==> src/rtl/sim_trap_monitor.sv <==
// End-of-test monitor: watches the commit stream for the ebreak trap and raises sticky finish/pass flags.
// Define SIM_WATCHDOG_EN to add a no-commit watchdog that ends a hung run with sim_timeout.
module sim_trap_monitor #(
  parameter int COMMIT_W   = 2,
  parameter int XLEN       = 32,
  parameter int CNT_W      = 64,
  parameter int WDOG_LIMIT = 4096
) (
  input  logic                     clock,
  input  logic                     reset,
  input  logic [COMMIT_W-1:0]      commit_valid,
  input  logic [COMMIT_W*32-1:0]   commit_inst,
  input  logic [COMMIT_W*XLEN-1:0] commit_pc,
  input  logic [XLEN-1:0]          trap_a0,
  output logic                     sim_finish,
  output logic                     sim_pass,
  output logic                     sim_timeout,
  output logic [CNT_W-1:0]         cycle_cnt,
  output logic [CNT_W-1:0]         instr_cnt,
  output logic [XLEN-1:0]          trap_pc,
  output logic [XLEN-1:0]          trap_code
);

  localparam logic [31:0] EBREAK = 32'h00100073;
  localparam int POP_W = $clog2(COMMIT_W + 1);

  typedef enum logic {RUN, DONE} state_t;
  state_t state, state_nxt;

  logic [XLEN-1:0]  last_pc, last_pc_nxt;
  logic [CNT_W-1:0] cycle_nxt, instr_nxt;
  logic             finish_nxt, pass_nxt;
  logic [XLEN-1:0]  trap_pc_nxt, trap_code_nxt;

  logic             trap_hit;
  logic [POP_W-1:0] commit_num;
  logic [XLEN-1:0]  counted_pc, trap_slot_pc;

`ifdef SIM_WATCHDOG_EN
  localparam int WDOG_W = $clog2(WDOG_LIMIT + 1);
  logic [WDOG_W-1:0] wdog_cnt, wdog_nxt;
  logic              timeout_nxt;
`endif

  // Slots are scanned oldest first; once the trap is seen, younger slots are dropped.
  always_comb begin
    trap_hit     = 1'b0;
    commit_num   = '0;
    counted_pc   = last_pc;
    trap_slot_pc = '0;
    for (int s = 0; s < COMMIT_W; s++) begin
      if (commit_valid[s] && !trap_hit) begin
        commit_num = commit_num + POP_W'(1);
        counted_pc = commit_pc[s*XLEN +: XLEN];
        if (commit_inst[s*32 +: 32] == EBREAK) begin
          trap_hit     = 1'b1;
          trap_slot_pc = commit_pc[s*XLEN +: XLEN];
        end
      end
    end
  end

  always_comb begin
    state_nxt     = state;
    cycle_nxt     = cycle_cnt;
    instr_nxt     = instr_cnt;
    last_pc_nxt   = last_pc;
    finish_nxt    = sim_finish;
    pass_nxt      = sim_pass;
    trap_pc_nxt   = trap_pc;
    trap_code_nxt = trap_code;
`ifdef SIM_WATCHDOG_EN
    wdog_nxt      = wdog_cnt;
    timeout_nxt   = sim_timeout;
`endif
    case (state)
      RUN: begin
        cycle_nxt   = cycle_cnt + CNT_W'(1);
        instr_nxt   = instr_cnt + CNT_W'(commit_num);
        last_pc_nxt = counted_pc;
        if (trap_hit) begin
          finish_nxt    = 1'b1;
          pass_nxt      = (trap_a0 == '0);
          trap_pc_nxt   = trap_slot_pc;
          trap_code_nxt = trap_a0;
          state_nxt     = DONE;
        end
`ifdef SIM_WATCHDOG_EN
        if (commit_valid == '0) begin
          wdog_nxt = wdog_cnt + WDOG_W'(1);
          if (wdog_cnt == WDOG_W'(WDOG_LIMIT - 1)) begin
            finish_nxt    = 1'b1;
            timeout_nxt   = 1'b1;
            pass_nxt      = 1'b0;
            trap_pc_nxt   = last_pc;
            trap_code_nxt = '1;
            state_nxt     = DONE;
          end
        end else begin
          wdog_nxt = '0;
        end
`endif
      end
      default: ;
    endcase
  end

  always_ff @(posedge clock) begin
    if (reset) begin
      state      <= RUN;
      cycle_cnt  <= '0;
      instr_cnt  <= '0;
      last_pc    <= '0;
      sim_finish <= 1'b0;
      sim_pass   <= 1'b0;
      trap_pc    <= '0;
      trap_code  <= '0;
    end else begin
      state      <= state_nxt;
      cycle_cnt  <= cycle_nxt;
      instr_cnt  <= instr_nxt;
      last_pc    <= last_pc_nxt;
      sim_finish <= finish_nxt;
      sim_pass   <= pass_nxt;
      trap_pc    <= trap_pc_nxt;
      trap_code  <= trap_code_nxt;
    end
  end

`ifdef SIM_WATCHDOG_EN
  always_ff @(posedge clock) begin
    if (reset) begin
      wdog_cnt    <= '0;
      sim_timeout <= 1'b0;
    end else begin
      wdog_cnt    <= wdog_nxt;
      sim_timeout <= timeout_nxt;
    end
  end
`else
  assign sim_timeout = 1'b0;
`endif

endmodule
==> config.mk <==
export PLATFORM = sky130hd
export DESIGN_NAME = sim_trap_monitor
export DESIGN_NICKNAME = d
export VERILOG_FILES = /design/src/rtl/sim_trap_monitor.sv
export SDC_FILE = /design/constraint.sdc
export NUM_CORES = 1
export LEC_CHECK = 0
export ABC_AREA = 0
export ABC_CLOCK_PERIOD_IN_PS = 4530
export CAP_MARGIN = 20
export CORE_MARGIN = 2
export CORE_UTILIZATION = 40
export DETAILED_ROUTE_END_ITERATION = 8
export HOLD_SLACK_MARGIN = 0.15
export PLACE_DENSITY = 0.77
export REMOVE_ABC_BUFFERS = 1
export SETUP_SLACK_MARGIN = 0.15
export SLEW_MARGIN = 20
export SYNTH_ARGS = -nofsm -noshare
export SYNTH_HDL_FRONTEND = slang
export SYNTH_SLANG_ARGS = --single-unit
export TNS_END_PERCENT = 20
==> constraint.sdc <==
create_clock -name clock -period 4.53 [get_ports clock]
set_input_delay 0.6795 -clock clock [delete_from_list [all_inputs] [get_ports clock]]
set_output_delay 0.6795 -clock clock [all_outputs]
set_load 0.02 [all_outputs]
### Yosys cells after proc, flatten, opt, wreduce, memory -nomap -nowiden

Index checks and enable logic that the tools add are counted.

* add/subtract/negate cells: 3
* equality and inequality tests: 2
* mux-type cells: 12
* bitwise logic cells: 1
* reductions and logical operators: 4

Operators by type and width (number)
* 2-to-1 mux 32 bit: 4
* adder 64 x 1 -> 64 bit, second input constant: 1
* adder 64 x 2 -> 64 bit: 1
* equality test 32 x 21 -> 1 bit, second input constant: 2
* zero test 32 bit: 1
* 2-to-1 mux 1 bit: 7
* adder 2 x 1 -> 2 bit, second input constant: 1
* 2-to-1 mux 2 bit: 1
* AND reduction 2 bit: 1
* logical AND 1 bit: 1
* zero test 1 bit: 1
* inverter 1 bit: 1

* bits in registers: 195
* input bits: 164
* output and inout port bits: 195
* logic and storage cells: 29

### Longest topological paths before layout

Gate-level depths: netlist of run 1.

* depth after elaboration: 8
* depth in mapped cells: 16
* gate-level depth less buffers: 13

### Worst setup path after synthesis of run 1

No wires, ideal clock.

* kind: input port to flip-flop
* start: in commit_inst[21]
* end: reg instr_cnt[34]
* arrival: 4.475 ns
* setup slack: -0.015 ns
* stages: 16
* buffers on the path: 3
* cells stage by stage: nor4b_1 -> nand3_1 -> or3_1 -> clkbuf_1 -> clkbuf_1 -> and2_1 -> ha_1 -> ha_1 -> inv_1 -> fa_1 -> or3b_1 -> nor4_2 -> nand4_1 -> clkbuf_1 -> or3_1 -> a21oi_1

* word-level cells in the longest chain between the ends: 7

Ends and longest elaborated chain
* start, declared: RTL line 12 `input logic [COMMIT_W*32-1:0] commit_inst,`
* equality test 32 x 21 -> 1 bit: RTL line 55 `if (commit_inst[s*32 +: 32] == EBREAK) begin`
* 2-to-1 mux 1 bit: RTL line 55
* 2-to-1 mux 1 bit: RTL line 52 `if (commit_valid[s] && !trap_hit) begin`
* zero test 1 bit: RTL line 52
* logical AND 1 bit: RTL line 52
* 2-to-1 mux 2 bit: RTL line 52
* adder 64 x 2 -> 64 bit: RTL line 79 `instr_nxt = instr_cnt + CNT_W'(commit_num);`
* end signal, assigned: RTL line 121 `instr_cnt <= instr_nxt;`
* end, declared: RTL line 19 `output logic [CNT_W-1:0] instr_cnt,`

No other way between the ends.
A chain may end at the register's enable or synchronous reset.

### Final worst setup path of run 1

* start: in commit_inst[0]
* end: reg instr_cnt[50]

Same word-level chain as after synthesis.

==> results.py, run 1 <==
metrics = {
    "clock_tree": {
        "cts_max_path_buffers": 2,
        "clk_latency_ns": 0.43,
        "cts_tree": "built",
        "htree_levels": 4,
        "cts-root-buf": "clkbuf_16",
        "cts.sinks": 195,
        "cts_hold_buf": 0,
        "clk_pin_slew_ns": 0.07,
        "cts_buffers": 17,
    },
    "global_routing": {
        "globalRouteTotalUtil_pct": 24.5,
        "grt_antenna_before_repair": 1,
        "grt_max_degree": 118,
        "grt-ovfl-total": 0,
        "grt_pass1_vias": 9487,
        "grt_pass1_wl_um": 49000,
    },
    "timing": {
        "post-route-period-util_pct": 94.4,
        "hold_viol_final": 0,
        "relSlewSlack_pct": 31.6,
        "worst_pin_slew_ns": 1.03,
        "finalMaxSlewViolations": 0,
        "finalSetupViolCount": 0,
        "setup_tns_ns": 0,
        "rsz0062_at_grt": "no",
        "period_needed_ns": 4.28,
        "clock_skew_ns": 0.0148,
        "holdWs_ns": 0.462,
        "fmaxAchievable_ghz": 0.234,
    },
    "routing": {
        "vias_per_cell": 5.68,
        "antenna_left": 0,
        "drtIter0Drc": 681,
        "drt_first_pass_iters": 6,
        "drc": 0,
        "wl_per_cell_um": 17.7,
        "vias": 10300,
        "routed_wl_um": 32200,
    },
    "place": {
        "dp_cells": 1787,
        "hpwl_um": 23100,
        "port_buffers": 357,
        "gp_congestion": 0.860,
    },
    "layout": {
        "regArea_um2": 3900,
        "drive_above_1_share_pct": 8.99,
        "syn_to_final_growth_pct": 50.1,
        "layoutNonFillerInstCount": 1822,
        "fillers": 2080,
        "multi_input_area_um2": 5160,
        "fin_nets": 1661,
        "final_util_pct": 60.8,
    },
    "critical_path": {
        "cp_cell_sequence": "clkdlybuf4s50_1 > and4b_1 > nand4_1 > or3_4 > and2_4 > ha_4 > ha_4 > inv_2 > fa_2 > or3b_4 > nor4_2 > buf_4 > nand4_1 > buf_6 > or4_4 > a21oi_2",
        "worstPathArrival_ns": 4.64,
        "slowest_stage": "or4_4",
        "critical_path.endpoint_type": "flip-flop",
        "path_class": "in -> reg",
        "path_max_fanout": 7,
        "critPathLaunchType": "primary input",
        "slowest_delay_ns": 0.50,
        "cp.required_ns": 4.89,
    },
    "pwr": {
        "p_leak_nw": 4.64,
        "peakVddDrop_uv": 210,
        "totalPowerFinal_mw": 3.59,
        "p_per_area_nw_per_um2": 253,
    },
    "synth": {
        "ys_ff_latch": 195,
        "synth_edf_count": 0,
        "synth_ff_type": "dfxtp_1",
        "yosysUniqueCellTypes": 48,
        "syn_avg_cell_area_um2": 8.13,
        "yosysWarnings": 0,
        "ys_seq_area_share_pct": 41.3,
        "async_flop_share_pct": 0,
        "syn_inst": 1163,
        "synth_area_um2": 9450,
    },
    "floorplanning": {
        "fp.dieW_um": 158,
        "num_io_pins": 359,
        "dieArea_um2": 24900,
        "core_um2": 23300,
        "die_y_um": 158,
        "row_count": 56,
        "initial_utilization_pct": 40.5,
    },
    "outcome": {
        "outcome": "finished, final reports clean",
    },
    "worst_hold_path": {
        "hold_class": "reg -> reg",
    },
    "run": {
        "cap_violations": 0,
    },
}
-- per-layer routing --
metal  vias up  track usage [%]  wire length, µm
li1       4963                -                -
met1      4950             30.0            12900
met2       384             42.0            16200
met3        50             5.37             2040
met4         0             9.52             1020
met5         -                0                0
-- where the power goes --
group	internal, mW	switching [mW]	leakage, nW	total (mW)
logic	0.160	0.0949	2.79	0.255
registers	1.72	0.00827	1.57	1.73
clock network	0.924	0.682	0.283	1.61
total	2.80	0.785	4.64	3.59
-- cell usage in the layout (no fill, tap or decap), types with 4 or more instances in the layout --
cell / n
a21oi_1: 137
nor4b_1: 5
or3_1: 38
o31ai_1: 26
nor3_1: 14
clkbuf_16: 17
and3_1: 13
buf_4: 33
or4_1: 29
clkinvlp_4: 4
nand3_1: 115
nand2_1: 52
inv_1: 56
bufinv_16: 4
nor4_1: 22
clkdlybuf4s50_1: 338
o21ai_0: 42
xnor2_1: 25
dfxtp_1: 195
or2_2: 5
nor4_2: 5
nand4b_1: 7
a22oi_1: 32
and4_1: 10
nor2_1: 73
nand4_1: 39
dlymetal6s2s_1: 17
o211ai_1: 33
nor3_2: 4
a31o_2: 32
xor2_1: 25
-- path summary, 6_finish.rpt --
check                                from                          to  slack [ns]  cells after the start
hold / removal    sim_finish$_SDFFE_PP0P_     sim_finish$_SDFFE_PP0P_        0.46                      2
hold reg to reg   sim_finish$_SDFFE_PP0P_     sim_finish$_SDFFE_PP0P_        0.46                      2
setup / recovery           commit_inst[0]  instr_cnt[50]$_SDFFE_PP0N_        0.25                     16
setup reg to reg         state$_SDFF_PP0_  cycle_cnt[58]$_SDFFE_PP0N_        1.29                      5
-- metrics by stage --
stage                     area [µm²]  setup WS, ns
after floorplan                 9130        -0.586
after global placement         13400        -0.277
after detailed placement       13400        -0.408
after CTS                      14000         0.148
after global routing           14200         0.122
final                          14200         0.254
-- layout make-up --
class	count	area share, %
clock buffers	18	3.03
multi-input cells	829	36.4
inverters	57	1.51
flip-flops and latches	195	27.5
repair buffers	392	27.5
well taps	319	2.81
diodes	1	0.0176
clock inverters	11	1.26
-- worst max-delay path, delay by kind of cell --
family	cells	cell delay (ns)
simple gates	8	2.22
buf+inv	4	0.86
compound gates	1	0.14
fa+ha+maj	3	0.73
-- cells in the mapped netlist (2+ instances only) --
| cell | number | area share, % |
|---|---|---|
| or3_1 | 39 | 2.6 |
| nor4bb_1 | 2 | 0.21 |
| xor2_1 | 25 | 2.3 |
| clkbuf_1 | 69 | 2.7 |
| nand3b_1 | 3 | 0.24 |
| buf_1 | 9 | 0.36 |
| and3_1 | 13 | 0.86 |
| a31o_2 | 32 | 3.0 |
| nor4b_1 | 8 | 0.74 |
| nor2_1 | 73 | 2.9 |
| nor4_2 | 3 | 0.40 |
| nor3_1 | 17 | 0.90 |
| nand4b_1 | 7 | 0.65 |
| ha_1 | 4 | 0.53 |
| nor4_1 | 24 | 1.6 |
| and2_1 | 4 | 0.26 |
| o31ai_1 | 29 | 2.3 |
| or2_2 | 5 | 0.33 |
| nand2_1 | 52 | 2.1 |
| o211ai_1 | 33 | 2.6 |
| nor2b_1 | 3 | 0.20 |
| mux2_2 | 2 | 0.24 |
| o21ai_0 | 42 | 2.2 |
| nand4_1 | 39 | 2.6 |
| mux2i_1 | 2 | 0.21 |
| nand3_1 | 116 | 6.1 |
| xnor2_1 | 25 | 2.3 |
| or4_1 | 33 | 2.6 |
| inv_1 | 57 | 2.3 |
| and4_1 | 10 | 0.93 |
| dfxtp_1 | 195 | 41 |
| a22oi_1 | 32 | 2.5 |
| buf_2 | 2 | 0.11 |
| a21oi_1 | 140 | 7.4 |
-- registers in the layout, summed over array words and instances, names as in the netlist --
register	count
sim_finish	1
sim_pass	1
trap_code	32
state	1
cycle_cnt	64
trap_pc	32
instr_cnt	64
-- logic make-up (layout without fill, tap and decap cells) --
logic type,Yosys count,after routing,synth area share [%]
fa+ha+maj,5,5,0.741
flops,195,195,41.3
xor+xnor,50,50,4.63
other cells,1,2,0.0397
compound gates,310,310,20.2
simple gates,459,459,26.9
mux,4,4,0.450
buf+inv,139,478,5.67
-- what timing repair did --
item | in CTS | in global routing
pin swaps | 9 | 18
gates cloned | 1 | 0
endpoints found under the setup margin | 15 | 16
resized for setup | 5 | 40
buffers inserted | 2 | 2
Power figures use the tool's default switching activity.
==> run 2, diff against run 1 <==
- ABC_CLOCK_PERIOD_IN_PS: 4530 -> default
- GPL_ROUTABILITY_DRIVEN: default -> 0
==> results of run 2 <==
Same layout as run 1: the final DEF is identical, and so are final timing and power.
==> RTL change 1: new RTL, settings of run 1 <==
`XLEN`: 32 -> 48.
--- a/src/rtl/sim_trap_monitor.sv
+++ b/src/rtl/sim_trap_monitor.sv
@@ -4,3 +4,3 @@
   parameter int COMMIT_W   = 2,
-  parameter int XLEN       = 32,
+  parameter int XLEN       = 48,
   parameter int CNT_W      = 64,
Ports: changed (resized commit_pc, trap_a0, trap_code and trap_pc); port bits go from 359 to 439. No check against the original RTL was run, so the function may have changed too.
==> RTL change 1 against run 1 <==
  * Area after synthesis up 12%
  * Wire length up 23%
  * Critical path depth down 2
  * Total power up 25%
  * Combinational power up 17%
  * Design area up 15%
  * Worst setup slack worse by 0.025 ns
  * Sequential cell count up 32
  * Critical path type unchanged
  * Critical endpoint is now instr_cnt[60]$_SDFFE_PP0N_
==> RTL change 1: results (changes against run 1) <==
| Metric | Value |
|---|---|
| Status | complete, no violations |
| Vias per std cell | 5.818 (+2.5%) |
| Max clock buf depth | 3 (+1) |
| Htree depth | 1 (-3) |
| Initial drt markers | 1235 (+81%) |
| Worst slew pin tran | 1.021 ns (-0.005273 ns) |
| Worst r2r src | cycle_cnt[19]$_SDFFE_PP0N_ |
| GRT Total Usage | 26.81% (+2.3 points) |
| Complex-gate fraction of the synthesized area | 21.59% (+1.4 points) |
| Mux cell area share after synthesis | 0.1885% (-0.26 points) |
| Arrival @ worst endpoint | 4.77 ns (+0.13 ns) |
| Placed cells | 1979 (+11%) |
| Dpl cell area | 15270 um^2 (+14%) |
| TritonCTS buffer count | 26 (+9) |
| Final HPWL DP | 27.75 mm (+20%) |
| Dpl ws | -0.5514 ns (-0.1431 ns) |
| Total Wirelength | 39.76 mm (+23%) |
| Final net count | 1894 (+14%) |
| Worst skew pair latency | 0.53 ns (+0.10 ns) |
| Largest net degree at the start of global routing | 81 (-31%) |
| Layout cell share with drive strength beyond 1 | 5.952% (-3.0 points) |
| First-pass DRT Iterations | 5 (-1) |
| HP Start | trap_code[19]$_SDFFE_PP0P_ |
| IO buf count | 437 (+22%) |
| First-pass GRT wire length | 61.32 mm (+25%) |
| Reg2reg end | cycle_cnt[56]$_SDFFE_PP0N_ |
| Part of the Yosys area used for sequential elements | 42.78% (+1.5 points) |
| Critical path required time | 5.00 ns (+0.11 ns) |
| Critical Path End | instr_cnt[60]$_SDFFE_PP0N_ |
| CP max FO | 6 (-1) |
| Setup crit start | commit_inst[4] |
| Adder-cell share of the synthesized area | 0.6596% (-0.082 points) |
| Avg Cell Area, Syn | 8.241 um^2 (+1.4%) |
| Finished Cell Area | 16270 um^2 (+15%) |
| Synth Cell Area | 10620 um^2 (+12%) |
| Hold Path End | trap_code[19]$_SDFFE_PP0P_ |
| Vias in the first global route | 11.06k (+17%) |
| Routability cong. | 0.8812 (+2.5%) |
==> RTL change 1: cell types whose count changed after synthesis, moves of 9 or more <==
| cell | before | now |
|---|---|---|
| a21oi_1 | 140 | 168 |
| a22oi_1 | 32 | 48 |
| a31o_2 | 32 | 0 |
| clkbuf_1 | 69 | 95 |
| dfxtp_1 | 195 | 227 |
| inv_1 | 57 | 16 |
| nand3_1 | 116 | 144 |
| nor4_1 | 24 | 33 |
| o211ai_1 | 33 | 0 |
| o21ai_0 | 42 | 77 |
| o31ai_1 | 29 | 90 |
| or4_1 | 33 | 47 |
==> RTL change 1: logic make-up (layout without fill, tap and decap cells) <==
group | count (synthesis) | after routing
and+or+nand+nor | 486 | 488
DFF | 227 | 227
other | 1 | 2
adders and majority gates | 5 | 5
xor gates and xnor gates | 53 | 53
AOI/OAI and AO/OA | 387 | 387
buffers and inverters | 128 | 534
muxes | 2 | 2
==> RTL change 1: repair_timing <==
action,CTS,global route
endpoints found under the hold margin,0,0
pin swaps,2,7
resized for setup,1,13
hold buffers,0,0
buffers inserted,0,3
setup endpoints to repair,11,13
gates cloned,1,1
==> RTL change 1: final cells by class <==
class                   count  area, um^2
diodes                      1       2.502
clock buffers              37       742.0
clock inverters            11       152.6
fillers                  2251        9792
inverters                  17       63.81
multi-input cells         936        5678
flip-flops and latches    227        4544
well taps                 335       419.2
repair buffers            469        4664
==> RTL change 1: stage by stage <==
step | setup TNS (ns) | hold WS (ns)
final | 0 | 0.4619
after global routing | 0 | 0.4789
after CTS | 0 | 0.4645
after detailed placement | -6.683 | 0.4563
after global placement | -5.597 | 0.4497
after floorplan | -95.46 | 0.5366
==> RTL change 1: per-layer routing <==
layer	vias up	part of all wire (%)	global-route usage, %
li1	5648	-	-
met1	5551	38	32.47
met5	-	0	0
met3	101	6.7	4.967
met2	529	51	46.65
met4	0	4.6	11.24
==> RTL change 1: power breakdown <==
group          switching (uW)  leakage, uW  internal (uW)
combinational             103      0.00326            195
sequential               7.62      0.00183           2000
clock                     868     0.000435           1320
total                     978      0.00552           3510
==> RTL change 1: worst max-delay path, cell delays in order <==
cell	delay (ns)
clkdlybuf4s50_1	0.46
nor4bb_4	0.28
nand4_1	0.22
or3_4	0.42
and2_1	0.16
ha_1	0.27
ha_2	0.17
inv_1	0.05
fa_2	0.34
and4bb_4	0.33
nand3_4	0.11
or4_4	0.62
or4_4	0.51
a21oi_2	0.14
==> RTL change 2: new RTL, flow settings as in run 1 <==
Without the edit above. Register the output `instr_cnt` once more, cleared by the reset; this adds one clock of latency there. The other outputs are not delayed to match.
--- a/src/rtl/sim_trap_monitor.sv
+++ b/src/rtl/sim_trap_monitor.sv
@@ -27,2 +27,4 @@
   typedef enum logic {RUN, DONE} state_t;
+
+  logic [CNT_W-1:0] instr_cnt_s0;
   state_t state, state_nxt;
@@ -65,3 +67,3 @@
     cycle_nxt     = cycle_cnt;
-    instr_nxt     = instr_cnt;
+    instr_nxt     = instr_cnt_s0;
     last_pc_nxt   = last_pc;
@@ -78,3 +80,3 @@
         cycle_nxt   = cycle_cnt + CNT_W'(1);
-        instr_nxt   = instr_cnt + CNT_W'(commit_num);
+        instr_nxt   = instr_cnt_s0 + CNT_W'(commit_num);
         last_pc_nxt = counted_pc;
@@ -111,3 +113,3 @@
       cycle_cnt  <= '0;
-      instr_cnt  <= '0;
+      instr_cnt_s0 <= '0;
       last_pc    <= '0;
@@ -120,3 +122,3 @@
       cycle_cnt  <= cycle_nxt;
-      instr_cnt  <= instr_nxt;
+      instr_cnt_s0 <= instr_nxt;
       last_pc    <= last_pc_nxt;
@@ -143,2 +145,10 @@
 
+  always_ff @(posedge clock) begin
+    if (reset) begin
+      instr_cnt <= '0;
+    end else begin
+      instr_cnt <= instr_cnt_s0;
+    end
+  end
+
 endmodule
Behaviour: not the same (a bounded check fails within 4 cycles, from zero or initial values and one cycle with reset high).
==> RTL change 2 against run 1 <==
  * Clock skew fell by 0.0038 ns
  * Combinational power fell by 5%
  * Area after synthesis rose by 18%
  * Design area rose by 13%
  * Register-to-register slack improved by 0.49 ns
  * Fmax rose by 5.6%
  * Highest routed layer unchanged
  * Worst setup slack improved by 0.23 ns
  * Total power rose by 36%
  * Synthesized cell count rose by 11%
  * Sequential cell count rose by 64
  * Sequential power rose by 32%
  * Wire length rose by 2.5%
  * Largest power group is now clock
  * Non-clock buffer count fell by 13
==> RTL change 2: results (changes against run 1) <==
| Metric | Value |
|---|---|
| Routability cong. | 0.8178 (-4.9%) |
| Leak pwr | 0.005358 uW (+15%) |
| Antenna fix cells | 0 (-1) |
| Most frequent cells after synthesis | 259 x dfxtp_1, 121 x a21oi_1, 109 x nand3_1 |
| Dpl cell area | 15050 um^2 (+13%) |
| Largest net degree at the start of global routing | 109 (-7.6%) |
| Layout cell share with drive strength beyond 1 | 7.191% (-1.8 points) |
| Dpl ws | -0.1075 ns (+0.3008 ns) |
| Final HPWL DP | 23.15 mm (+0.31%) |
| Hold crit path type | reg2reg |
| YS warnings | 0 (unchanged) |
| Max Used Layer | met4 |
| Setup Buffers After CTS | 0 (-2) |
| IO buf count | 357 (unchanged) |
| Htree depth | 1 (-3) |
| # fillers | 2472 (+19%) |
| Hold Crit Depth | 2 (unchanged) |
| Top post-synthesis cells by area | dfxtp_1 46%, a21oi_1 5.4%, nand3_1 4.9% |
| Met3 wire length | 2.213 mm (+8.6%) |
| Final net count | 1776 (+6.9%) |
| TritonCTS buffer count | 28 (+11) |
| Reg2reg path depth | 6 (+1) |
| Clk slew on worst S/H paths | 0.06 ns |
| Status | complete, no violations |
| First-pass DRT Iterations | 5 (-1) |
| Arrival @ worst endpoint | 4.50 ns (-0.14 ns) |
| Adder-cell share of the synthesized area | 0.6271% (-0.11 points) |
| Peak VDD IR | 0.2329 mV (+11%) |
| XOR/XNOR Fraction of Synth Area | 5.174% (+0.54 points) |
| M1 wire length | 13.07 mm (+0.97%) |
| Complex-gate fraction of the synthesized area | 15.53% (-4.7 points) |
| Mux cell area share after synthesis | 0.3807% (-0.069 points) |
| Largest stage delay, worst path | 0.46 ns (-0.04 ns) |
| Root Buffer | clkbuf_16 |
| Max clock buf depth | 3 (+1) |
| Vias per std cell | 5.443 (-4.2%) |
| Crit-path slowest cell | or3b_2 |
| Clock skew | 0.01096 ns (-0.003841 ns) |
| Largest registers | cycle_cnt x64, instr_cnt x64, instr_cnt_s0 x64 |
| Yosys cell types | 54 (+13%) |
| Worst skew pair latency | 0.54 ns (+0.11 ns) |
| Antenna violations before repair | 0 (-1) |
| Post_cts resized | 0 (-5) |
| Synth async-reset ratio | 0% (unchanged) |
| Initial drt markers | 745 (+9.4%) |
| Vias in the first global route | 10.01k (+5.5%) |
| First-pass GRT wire length | 50.55 mm (+3.2%) |
| Main synth FF type | dfxtp_1 |
| Rel. slew slack | 31.84% (+0.27 points) |
| DR WL met2 | 16.39 mm (+1.1%) |
| Total Wirelength | 33.02 mm (+2.5%) |
| Part of the Yosys area used for sequential elements | 46.41% (+5.1 points) |
| CP max FO | 4 (-3) |
| GRT Total Usage | 21.05% (-3.5 points) |
-- RTL change 2: final timing paths --
path                         startpoint                       endpoint  slack (ns)
max                     commit_inst[21]  instr_cnt_s0[46]$_SDFFE_PP0N_        0.48
min          trap_code[12]$_SDFFE_PP0P_     trap_code[12]$_SDFFE_PP0P_        0.46
max reg2reg   cycle_cnt[0]$_SDFFE_PP0N_     cycle_cnt[62]$_SDFFE_PP0N_        1.78
min reg2reg  trap_code[12]$_SDFFE_PP0P_     trap_code[12]$_SDFFE_PP0P_        0.46
-- RTL change 2: cells by family after synthesis --
kind of cell,after synthesis
and+or+nand+nor,534
buffers and inverters,148
AOI/OAI and AO/OA,276
muxes,4
other,1
xor gates and xnor gates,66
adders and majority gates,5
DFF,259
-- RTL change 2: area by class of cell --
type                       count  area, um^2  share of cell area, %
tap                          378       473.0                  2.954
timing repair buffer         379        3755                  23.45
clock inverter                10       130.1                 0.8128
multi-input combinational    886        5441                  33.99
inverter                      53       198.9                  1.243
clock buffer                  40       827.0                  5.166
sequential                   259        5185                  32.39
-- RTL change 2: per-layer routing --
metal	GRT usage, %	vias to the layer above
met5	0	-
met4	8.990	0
met3	3.932	82
met2	36.99	403
met1	25.08	5127
li1	-	5301
-- RTL change 2: through the flow --
stage | std cells | utilization (%) | hold WS (ns)
global route | 2005 | 57.95 | 0.4847
global placement | 1955 | 54.47 | 0.4498
finish | 2005 | 57.95 | 0.4623
CTS | 2005 | 57.93 | 0.4629
detailed placement | 1955 | 54.47 | 0.4543
floorplan | 1198 | - | 0.4317
-- RTL change 2: where the power goes --
group          internal [uW]  total, uW  switching (uW)  leakage (uW)
Sequential              2290       2290            7.01       0.00209
Combinational            152        243            91.0       0.00280
Clock                   1430       2350             922      0.000469
Total                   3870       4890            1020       0.00536
-- RTL change 2: critical path, delay by kind of cell --
kind / cells / cell delay [ns]
buffers and inverters: 2 / 0.45
adders and majority gates: 3 / 0.82
AOI/OAI and AO/OA: 1 / 0.15
and+or+nand+nor: 8 / 2.39
